$ cat config.mk
export PLATFORM = sky130hd
export DESIGN_NAME = wb_cmd_master
export DESIGN_NICKNAME = d
export VERILOG_FILES = /design/src/rtl/wb_cmd_pkg.sv /design/src/rtl/wb_cmd_master.sv
export SDC_FILE = /design/constraint.sdc
export NUM_CORES = 1
export LEC_CHECK = 0
export BUFFER_PORTS_ARGS = -buffer_cell sky130_fd_sc_hd__buf_2
export CAP_MARGIN = 5
export CORE_ASPECT_RATIO = 0.5
export CORE_MARGIN = 1.5
export CORE_UTILIZATION = 45
export DETAILED_ROUTE_END_ITERATION = 8
export HOLD_SLACK_MARGIN = 0.03
export PLACE_DENSITY = 0.67
export SLEW_MARGIN = 20
export SYNTH_ARGS = -nofsm -noshare
export SYNTH_HDL_FRONTEND = slang
export SYNTH_SLANG_ARGS = --single-unit
$ cat constraint.sdc
create_clock -name i_clk -period 2.75 [get_ports i_clk]
set_input_delay 0.1375 -clock i_clk [delete_from_list [all_inputs] [get_ports i_clk]]
set_output_delay 0.1375 -clock i_clk [all_outputs]
set_load 0.02 [all_outputs]
$ cat src/rtl/wb_cmd_pkg.sv
// Shared types and byte constants for the UART-command Wishbone master.
package wb_cmd_pkg;

    typedef enum logic [2:0] {
        ST_IDLE,
        ST_ADDR,
        ST_DATA,
        ST_WB,
        ST_RESP
    } state_t;

    localparam logic [7:0] OP_WR    = 8'h57;  // 'W'
    localparam logic [7:0] OP_RD    = 8'h52;  // 'R'
    localparam logic [7:0] RSP_OK   = 8'h4B;  // 'K'
    localparam logic [7:0] RSP_DAT  = 8'h44;  // 'D'
    localparam logic [7:0] RSP_ERR  = 8'h45;  // 'E'
    localparam logic [7:0] RSP_TOUT = 8'h54;  // 'T'

    localparam int TOUT_DEFAULT = 255;

endpackage

$ cat src/rtl/wb_cmd_master.sv
// Purpose: parses W/R byte frames from a UART RX stream, runs one Wishbone cycle, replies on TX.
// Latency: WB cycle starts one clock after the last frame byte; reply starts one clock after ack/timeout.
// Backpressure: RX is ready only while collecting a frame; a stalled TX sink holds the reply indefinitely.
module wb_cmd_master
    import wb_cmd_pkg::*;
#(
    parameter int p_TOUT = TOUT_DEFAULT,
    parameter int p_AW   = 32
) (
    input  logic            i_clk,
    input  logic            i_arst_n,
    input  logic [7:0]      iv_rx_dat,
    input  logic            i_rx_vld,
    output logic            o_rx_rdy,
    output logic [7:0]      ov_tx_dat,
    output logic            o_tx_vld,
    input  logic            i_tx_rdy,
    output logic [p_AW-1:0] ov_wbm_adr,
    output logic [31:0]     ov_wbm_dat,
    input  logic [31:0]     iv_wbm_dat,
    output logic            o_wbm_we,
    output logic            o_wbm_stb,
    output logic            o_wbm_cyc,
    output logic [3:0]      ov_wbm_sel,
    input  logic            i_wbm_ack
);

    state_t          state_q, state_d;
    logic [1:0]      byte_cnt_q, byte_cnt_d;
    logic [15:0]     tout_cnt_q, tout_cnt_d;
    logic [p_AW-1:0] adr_q, adr_d;
    logic [31:0]     wdat_q, wdat_d;
    logic            wr_q, wr_d;
    // Reply shift register: the byte on the TX port is always the top byte.
    logic [39:0]     resp_q, resp_d;
    logic [2:0]      rem_q, rem_d;
    logic            rx_rdy_q, rx_rdy_d;
    logic            tx_vld_q, tx_vld_d;
    logic            cyc_q, cyc_d;
    logic            we_q, we_d;
    logic [3:0]      sel_q, sel_d;

    logic rx_fire;
    logic tx_fire;

    assign rx_fire = i_rx_vld & rx_rdy_q;
    assign tx_fire = tx_vld_q & i_tx_rdy;

    always_comb begin
        state_d    = state_q;
        byte_cnt_d = byte_cnt_q;
        tout_cnt_d = tout_cnt_q;
        adr_d      = adr_q;
        wdat_d     = wdat_q;
        wr_d       = wr_q;
        resp_d     = resp_q;
        rem_d      = rem_q;
        case (state_q)
            ST_IDLE: begin
                if (rx_fire) begin
                    if (iv_rx_dat == OP_WR || iv_rx_dat == OP_RD) begin
                        state_d    = ST_ADDR;
                        wr_d       = (iv_rx_dat == OP_WR);
                        byte_cnt_d = 2'd0;
                        adr_d      = '0;
                    end else begin
                        state_d = ST_RESP;
                        resp_d  = {RSP_ERR, 32'h0};
                        rem_d   = 3'd1;
                    end
                end
            end
            ST_ADDR: begin
                if (rx_fire) begin
                    adr_d      = {adr_q[p_AW-9:0], iv_rx_dat};
                    byte_cnt_d = byte_cnt_q + 2'd1;
                    if (byte_cnt_q == 2'd3) begin
                        state_d    = wr_q ? ST_DATA : ST_WB;
                        tout_cnt_d = 16'd0;
                    end
                end
            end
            ST_DATA: begin
                if (rx_fire) begin
                    wdat_d     = {wdat_q[23:0], iv_rx_dat};
                    byte_cnt_d = byte_cnt_q + 2'd1;
                    if (byte_cnt_q == 2'd3) begin
                        state_d    = ST_WB;
                        tout_cnt_d = 16'd0;
                    end
                end
            end
            ST_WB: begin
                tout_cnt_d = tout_cnt_q + 16'd1;
                // Ack is tested first so it wins over a coincident timeout.
                if (i_wbm_ack) begin
                    state_d = ST_RESP;
                    if (wr_q) begin
                        resp_d = {RSP_OK, 32'h0};
                        rem_d  = 3'd1;
                    end else begin
                        resp_d = {RSP_DAT, iv_wbm_dat};
                        rem_d  = 3'd5;
                    end
                end else if (tout_cnt_d == 16'(p_TOUT)) begin
                    state_d = ST_RESP;
                    resp_d  = {RSP_TOUT, 32'h0};
                    rem_d   = 3'd1;
                end
            end
            ST_RESP: begin
                if (tx_fire) begin
                    resp_d = {resp_q[31:0], 8'h0};
                    rem_d  = rem_q - 3'd1;
                    if (rem_q == 3'd1) begin
                        state_d = ST_IDLE;
                    end
                end
            end
            default: state_d = ST_IDLE;
        endcase

        rx_rdy_d = (state_d == ST_IDLE) || (state_d == ST_ADDR) || (state_d == ST_DATA);
        tx_vld_d = (state_d == ST_RESP);
        cyc_d    = (state_d == ST_WB);
        we_d     = cyc_d & wr_d;
        sel_d    = cyc_d ? 4'hF : 4'h0;
    end

    always_ff @(posedge i_clk or negedge i_arst_n) begin
        if (!i_arst_n) begin
            state_q    <= ST_IDLE;
            byte_cnt_q <= '0;
            tout_cnt_q <= '0;
            adr_q      <= '0;
            wdat_q     <= '0;
            wr_q       <= 1'b0;
            resp_q     <= '0;
            rem_q      <= '0;
            rx_rdy_q   <= 1'b0;
            tx_vld_q   <= 1'b0;
            cyc_q      <= 1'b0;
            we_q       <= 1'b0;
            sel_q      <= '0;
        end else begin
            state_q    <= state_d;
            byte_cnt_q <= byte_cnt_d;
            tout_cnt_q <= tout_cnt_d;
            adr_q      <= adr_d;
            wdat_q     <= wdat_d;
            wr_q       <= wr_d;
            resp_q     <= resp_d;
            rem_q      <= rem_d;
            rx_rdy_q   <= rx_rdy_d;
            tx_vld_q   <= tx_vld_d;
            cyc_q      <= cyc_d;
            we_q       <= we_d;
            sel_q      <= sel_d;
        end
    end

    assign o_rx_rdy   = rx_rdy_q;
    assign o_tx_vld   = tx_vld_q;
    assign ov_tx_dat  = resp_q[39:32];
    assign o_wbm_cyc  = cyc_q;
    assign o_wbm_stb  = cyc_q;
    assign o_wbm_we   = we_q;
    assign ov_wbm_sel = sel_q;
    assign ov_wbm_adr = adr_q;
    assign ov_wbm_dat = wdat_q;

endmodule

==> metrics.log, run 1 <==
[metrics] last weighted congestion value of the routability-driven placer: 0.821
[metrics] Die W: approximately 170 um
[metrics] CP max stage cell: dfrtp_1
[metrics] status: complete, no violations
[metrics] cell count of the worst hold path: 3
[metrics] Worst Path Max Fanout: 12
[metrics] Final Hold Vio Count: 0
[metrics] clock slew seen by the registers of the worst setup and hold paths: 0.06 ns
[metrics] busiest grt layer: met2
[metrics] initial antenna violation count: 0
[metrics] net count of the finished layout: between 700 and 800
[metrics] capture instance of the worst register-to-register path: resp_q[4]
[metrics] Post-Synthesis Cell Area: roughly 6200 um2
[metrics] final global-route overflow total: 0
[metrics] share of the cycle needed by the critical path after routing: 0.942
[metrics] series of cell instances along the critical path: ha_1 -> and3_1 -> o41ai_1 -> a221o_1 -> nand4_2 -> a21o_1 -> a22o_1
[metrics] startpoint of the tightest hold check path: iv_wbm_dat[21]
[metrics] met2 GRT Util: 0.314
[metrics] final setup vio count: 0
[metrics] H-tree level count: 4
[metrics] Post-DP HPWL: a little over 9000 um
[metrics] total negative setup slack: 0 ns
[metrics] power density over the cells: 900 nW/um2
[metrics] Core ar.: 13500 um2
[metrics] die outline area: 14600 um2
[metrics] Final Slew Violations: 0
[metrics] Worst EP required: 3.04 ns
[metrics] total CTS buffers: 17
[metrics] fraction of met3 tracks used by global routing: 0.0581
[metrics] Post CTS Setup Buffer Count: 0
[metrics] crit end category: flip-flop
[metrics] vias in the first global route: 4673
[metrics] post-CTS resize count: 0
[metrics] clock tree from TritonCTS: yes
[metrics] proportion of total power due to net switching: 0.321
[metrics] clock tree root buffer cell: clkbuf_16
[metrics] Row Count: 30
[metrics] net count of the mapped netlist: between 600 and 700
[metrics] Final ANT Viol Nets: 0
[metrics] DR vias: 4867
[metrics] most instantiated cells after synthesis: dfrtp_1, o21ai_0, inv_1, nand3_1, mux2_2
[metrics] Worst EP arrival: approximately 2.9 ns
[metrics] share of total power in sequential cells: 0.385
[metrics] Synth top area share: 0.535
[metrics] Leak: 3.64 nW
[metrics] wire length after detailed routing: 14200 um
[metrics] cell depth of the worst flop-to-flop path: 7
[metrics] clk sinks: around 130
[metrics] launching element type of the critical path: flip-flop
[metrics] Crit Path Category: flip-flop to flip-flop
[metrics] most frequently used cell type in the post-synthesis netlist: dfrtp_1
[metrics] met1 Use GR: 0.277
[metrics] average wire per cell in the routed design: between 15 and 20 um
[metrics] switching power of the nets: 0.00224 W
[metrics] wire length of the first global-routing pass: 23200 um
[metrics] ranking of synthesized cells by area: dfrtp_1, mux2_2, o21ai_0, a2bb2oi_2, a221oi_1
[metrics] source of the worst register-to-register timing path: tout_cnt_q[0]
[metrics] Max Clk Rate: 0.386 GHz
[metrics] gate count of the mapped netlist: between 500 and 600
[metrics] commonest register cell after synthesis: dfrtp_1
[metrics] number of distinct library cells after synthesis: between 50 and 60
[metrics] number of buffer and inverter stages on the critical path: 0
[metrics] Yosys warning total: 0
[metrics] Logic pwr share: 0.283
[metrics] biggest area consumer among synthesized cells: dfrtp_1
[metrics] starting density of the core: 0.460
[metrics] CTS Buffer Depth: 2
[metrics] fraction of layout cells with a size suffix above 1: 0.341
[metrics] number of non-filler instances in the completed layout: around 880
[metrics] setup repair after global routing missed its margin: no
[metrics] Seq cells post-synth: 133
[metrics] number of max-cap violations: 0
[metrics] insertion delay of the later-clocked pin in the worst-skew pair: 0.41 ns
[metrics] pin count of the biggest net entering global routing: 84
[metrics] Ant. Diodes: 0
[metrics] worst clock skew: about 0.011 ns
[metrics] worst slew margin relative to its limit: 0.500
[metrics] remaining routing DRC violations: 0
[metrics] register-to-register setup slack: approximately 0.16 ns
[metrics] class of the worst hold path: primary input to flip-flop
[metrics] top-level I/O count: 126
[metrics] part of the Yosys area used for sequential elements: 0.535
[metrics] Post-synth ARST share: 1.00
[metrics] average cell area after synthesis: 11.0 um2
[metrics] area growth from synthesis to layout: 24.9%
[metrics] IO Port Bufs: approximately 130
[metrics] dpl cells: 827
[metrics] total internal power: 0.00474 W
[metrics] routed via count divided by cell count: 5.56
[metrics] worst ir drop on vdd: about 0.46 mV
[metrics] transition at the pin with the smallest max-transition slack: about 0.75 ns
[metrics] shortest clock period the worst path allows after layout: 2.59 ns
[metrics] CP top delay family: compound AO/OA/AOI/OAI gates
[metrics] count of TritonRoute iterations in the first routing pass: 5
[metrics] DIE HEIGHT: 86.1 um
[metrics] Initial DRC Count: around 380
[metrics] Worst path max stage delay: 0.45 ns
[metrics] Clock Power Share: 0.332
[metrics] Total GRT Usage: 0.202
[metrics] layout filler cell count: 1163
[metrics] number of enable flip-flop cells after synthesis: 0
[metrics] Worst Hold Path EP: resp_q[21]
[layout make-up]
class | instances | area (um2) | area share
Inverter | 40 | 150 | 0.0193
Clock buffer | 18 | 429 | 0.0553
Sequential cell | 133 | 3330 | 0.429
Multi-Input combinational cell | 336 | 2480 | 0.320
Tap cell | 176 | 220 | 0.0284
Timing Repair Buffer | 159 | 980 | 0.126
Clock inverter | 14 | 175 | 0.0226
[power by group through the flow]
stage          clock, W  sequential (W)  combinational (W)
3_3_place_gp          0         0.00270            0.00193
6_report        0.00232         0.00269            0.00197
3_5_place_dp          0         0.00272            0.00197
2_1_floorplan         0         0.00285            0.00130
5_1_grt         0.00246         0.00275            0.00214
4_1_cts         0.00238         0.00269            0.00200
[worst min-delay path, cell delays in order]
cell and delay, ns:
buf_2 0.08, a221oi_1 0.07, a2bb2oi_2 0.13
[registers in the layout, summed over array words and instances (netlist names)]
name        count
wr_q            1
byte_cnt_q      2
state_q         3
ov_wbm_sel      1
ov_wbm_adr     32
o_wbm_we        1
ov_wbm_dat     32
rem_q           3
o_tx_vld        1
resp_q         40
o_rx_rdy        1
tout_cnt_q     16
[stage by stage]
stage                     hold slack, ns  setup WS (ns)  power, W  utilization  area (um2)
after global routing              0.0410         0.0462   0.00735        0.575        7760
after floorplan                   -0.158          0.533   0.00415            -        6220
after CTS                         0.0338          0.203   0.00706        0.575        7760
after global placement             0.250          0.314   0.00463        0.517        6990
final                             0.0500          0.161   0.00699        0.575        7760
after detailed placement           0.239          0.225   0.00469        0.517        6990
[cell families after synthesis]
kind of cell	Yosys count	share of synthesized area
AO/OA/AOI/OAI	170	0.208
XOR/XNOR	4	0.00564
adder cells (fa/ha/maj)	5	0.0101
buffers and inverters	94	0.0723
flip-flops	133	0.535
multiplexers	32	0.0580
AND/OR/NAND/NOR	125	0.111
[metal layers]
layer  up-vias  wire length, um
li1       2306                -
met1      2422             6810
met2       126             6410
met3        13              840
met4         0              140
met5         -                0
[worst max path at each step]
stage                              from  cells past startpoint   endpoint  slack [ns]
after global placement    tout_cnt_q[0]                      7  resp_q[2]        0.31
after detailed placement  tout_cnt_q[0]                      7  resp_q[4]        0.23
after floorplan           tout_cnt_q[0]                      8  resp_q[1]        0.53
after CTS                 tout_cnt_q[0]                      7  resp_q[4]        0.20
after global routing      tout_cnt_q[0]                      7  resp_q[4]        0.05
final                     tout_cnt_q[0]                      7  resp_q[4]        0.16
[repair_timing]
item / 4_1_cts / 5_1_grt
hold buffers: 17 / 0
hold endpoints to repair: 104 / 0
endpoints found under the setup margin: 0 / 0
[cells in the final DEF, fill, tap and decap left out, types with 3 or more instances in the layout]
| cell | Yosys | final |
|---|---|---|
| o41ai_1 | 4 | 4 |
| nand3_1 | 39 | 39 |
| nor3_1 | 5 | 4 |
| dlygate4sd3_1 | 0 | 17 |
| or4_1 | 3 | 3 |
| ha_1 | 5 | 5 |
| buf_2 | 10 | 124 |
| buf_4 | 14 | 13 |
| mux2_2 | 32 | 32 |
| a22o_1 | 11 | 11 |
| a21oi_1 | 15 | 15 |
| nand2b_1 | 4 | 4 |
| inv_1 | 40 | 40 |
| inv_6 | 0 | 4 |
| a2bb2oi_2 | 20 | 20 |
| a31oi_1 | 7 | 7 |
| a2bb2oi_1 | 8 | 8 |
| nor2_1 | 21 | 20 |
| buf_12 | 0 | 4 |
| o21a_1 | 3 | 3 |
| clkinvlp_4 | 0 | 3 |
| clkbuf_16 | 0 | 17 |
| o21ai_0 | 63 | 63 |
| and4_1 | 5 | 5 |
| a221oi_1 | 24 | 24 |
| nand4_1 | 8 | 8 |
| nor4_1 | 3 | 3 |
| nand2_1 | 18 | 18 |
| a211oi_1 | 3 | 3 |
| dfrtp_1 | 133 | 133 |
| and3_1 | 4 | 4 |
| bufinv_16 | 0 | 3 |
No activity file was read; power rests on OpenSTA's default activity.
==> run 2: changes to the inputs <==
--- a/config.mk
+++ b/config.mk
@@ -12,7 +12,7 @@
 export CORE_UTILIZATION = 45
 export DETAILED_ROUTE_END_ITERATION = 8
 export HOLD_SLACK_MARGIN = 0.03
-export PLACE_DENSITY = 0.67
+export PLACE_DENSITY = 0.71
 export SLEW_MARGIN = 20
 export SYNTH_ARGS = -nofsm -noshare
 export SYNTH_HDL_FRONTEND = slang
==> run 2 against run 1 <==
Effect of this change: sequential power is essentially flat; first-iteration DRC count shrank 16%; clock skew grew 0.0030 ns; non-clock buffer count is the same; sequential cell count is the same; combinational power is essentially flat; cell count shrank 0.11%; setup slack gained 0.12 ns; critical endpoint is now resp_q[34]; routed wire length grew 0.44%; highest routed layer unchanged; total power shrank 1.3%.
==> metrics.log, run 2 (synthesis results as in run 1) <==
[metrics] status: complete, no violations (unchanged)
[metrics] Most flops, register: resp_q (unchanged)
[metrics] count of TritonRoute iterations in the first routing pass: 5 (unchanged)
[metrics] power density over the cells: 891 nW/um2 (was 900 nW/um2)
[metrics] Initial DRC Count: 323 (was 383)
[metrics] clock tree root buffer cell: clkbuf_16 (unchanged)
[metrics] shortest clock period the worst path allows after layout: 2.47 ns (was 2.59 ns)
[metrics] number of buffer and inverter stages on the critical path: 0 (unchanged)
[metrics] crit end category: flip-flop (unchanged)
[metrics] smallest hold slack: 0.0459 ns (was 0.0500 ns)
[metrics] number of max-cap violations: 0 (unchanged)
[metrics] Final Hold Vio Count: 0 (unchanged)
[metrics] remaining routing DRC violations: 0 (unchanged)
[metrics] Total GRT Usage: 0.203 (was 0.202)
[metrics] CTS Buffer Depth: 2 (unchanged)
[metrics] clock slew seen by the registers of the worst setup and hold paths: 0.06 ns (about the same)
[metrics] Worst EP required: 3.04 ns (about the same)
[metrics] transition at the pin with the smallest max-transition slack: 0.812 ns (was 0.750 ns)
[metrics] clock tree from TritonCTS: yes (unchanged)
[metrics] pin count of the biggest net entering global routing: 87 (was 84)
[metrics] Post-DP HPWL: 9240 um (was 9210 um)
[metrics] layout filler cell count: 1167 (was 1163)
[metrics] die outline area: 14600 um2 (unchanged)
[metrics] launching element type of the critical path: flip-flop (unchanged)
[metrics] wire length after detailed routing: 14300 um (was 14200 um)
[metrics] most frequent cells in the layout: dfrtp_1, buf_2, o21ai_0, inv_1, nand3_1 (unchanged)
[metrics] Worst EP arrival: 2.76 ns (was 2.88 ns)
[metrics] clk sinks: 133 (unchanged)
[metrics] starting density of the core: 0.460 (unchanged)
[metrics] share of the cycle needed by the critical path after routing: 0.897 (was 0.942)
[metrics] final setup vio count: 0 (unchanged)
[metrics] average wire per cell in the routed design: 16.3 um (was 16.2 um)
[metrics] Crit Path Category: flip-flop to flip-flop (unchanged)
[metrics] footprint of the multi-input gates: 2480 um2 (about the same)
[metrics] most common cell after layout, fill and taps aside: dfrtp_1 (unchanged)
[metrics] worst ir drop on vdd: 0.494 mV (was 0.457 mV)
[metrics] initial antenna violation count: 0 (unchanged)
[metrics] Leak: 3.62 nW (was 3.64 nW)
[metrics] net count of the finished layout: 737 (unchanged)
[metrics] final global-route overflow total: 0 (unchanged)
[metrics] Worst path max stage delay: 0.46 ns (was 0.45 ns)
[metrics] Final Slew Violations: 0 (unchanged)
[metrics] IO Port Bufs: 125 (unchanged)
[metrics] worst clock skew: 0.0139 ns (was 0.0110 ns)
[metrics] total negative setup slack: 0 ns (unchanged)
[metrics] H-tree level count: 4 (unchanged)
[metrics] Row Count: 30 (unchanged)
[metrics] fraction of layout cells with a size suffix above 1: 0.342 (was 0.341)
[metrics] insertion delay of the later-clocked pin in the worst-skew pair: 0.41 ns (about the same)
[metrics] wire length of the first global-routing pass: 23300 um (was 23200 um)
[metrics] DIE HEIGHT: 86.1 um (unchanged)
[metrics] CP top delay family: compound AO/OA/AOI/OAI gates (unchanged)
[metrics] series of cell instances along the critical path: ha_1 -> a21oi_1 -> or4_1 -> a211oi_2 -> nand4_2 -> a21o_2 -> a22o_1 (was ha_1 -> and3_1 -> o41ai_1 -> a221o_1 -> nand4_2 -> a21o_1 -> a22o_1)
[metrics] worst slew margin relative to its limit: 0.459 (was 0.500)
[metrics] DR vias: 4837 (was 4867)
[metrics] Worst Path Max Fanout: 12 (unchanged)
[metrics] top-level I/O count: 126 (unchanged)
[metrics] Largest register FFs: 40 (unchanged)
[metrics] class of the worst hold path: primary input to flip-flop (unchanged)
[metrics] CP max stage cell: dfrtp_1 (unchanged)
[metrics] Max Clk Rate: 0.405 GHz (was 0.386 GHz)
[metrics] last weighted congestion value of the routability-driven placer: 0.837 (was 0.821)
[metrics] Die W: 169 um (unchanged)
[metrics] vias in the first global route: 4485 (was 4673)
[metrics] total CTS buffers: 17 (unchanged)
[metrics] Core ar.: 13500 um2 (unchanged)
[metrics] Final ANT Viol Nets: 0 (unchanged)
[metrics] Storage cell area: 3330 um2 (unchanged)
[metrics] Ant. Diodes: 0 (unchanged)
[metrics] setup repair after global routing missed its margin: no (unchanged)
[metrics] area growth from synthesis to layout: 24.5% (was 24.9%)
[metrics] routed via count divided by cell count: 5.53 (was 5.56)
## run 2: path summary, 6_finish.rpt
path / startpoint / to / slack, ns / depth (start not counted)
worst max register to register: tout_cnt_q[1] / resp_q[34] / 0.28 / 7
worst max-delay path: tout_cnt_q[1] / resp_q[34] / 0.28 / 7
min in group asynchronous: i_arst_n / ov_wbm_dat[27] / 0.37 / 2
worst min-delay path: iv_rx_dat[0] / ov_wbm_dat[0] / 0.05 / 2
worst min register to register: ov_wbm_dat[27] / ov_wbm_dat[27] / 0.50 / 1
max in group asynchronous: i_arst_n / resp_q[28] / 1.75 / 3
## run 2: layout make-up
| type | count | share of cell area |
|---|---|---|
| clock buffer | 18 | 0.0555 |
| multi-input combinational | 336 | 0.321 |
| inverter | 40 | 0.0194 |
| sequential | 133 | 0.430 |
| clock inverter | 13 | 0.0191 |
| tap | 176 | 0.0285 |
| timing repair buffer | 159 | 0.127 |
## run 2: power by group
| part | switching (W) | internal (W) |
|---|---|---|
| clock | 0.000886 | 0.00134 |
| combinational | 0.00106 | 0.000906 |
| sequential | 0.000302 | 0.00239 |
| total | 0.00225 | 0.00464 |
## run 2: stage by stage
stage / power [W] / cell area [um2] / utilization / cells / setup WS (ns)
2_1_floorplan: 0.00415 / 6220 / - / 563 / 0.533
3_3_place_gp: 0.00461 / 6990 / 0.517 / 827 / 0.343
3_5_place_dp: 0.00467 / 6990 / 0.517 / 827 / 0.240
4_1_cts: 0.00696 / 7740 / 0.573 / 875 / 0.236
5_1_grt: 0.00726 / 7740 / 0.573 / 875 / 0.0694
6_report: 0.00689 / 7740 / 0.573 / 875 / 0.283
## run 2: timing repair
item	CTS	global route
endpoints found under the setup margin	0	1
hold buffers	17	0
hold endpoints to repair	106	0
setup buffers	0	0
gates resized for setup	0	1
## run 2: metal layers
metal  GRT usage  routed length [um]  vias up
li1            -                   -     2313
met1       0.293                6830     2391
met2       0.305                6570      123
met3      0.0494                 740       10
met4      0.0555                 121        0
met5           0                   0        -
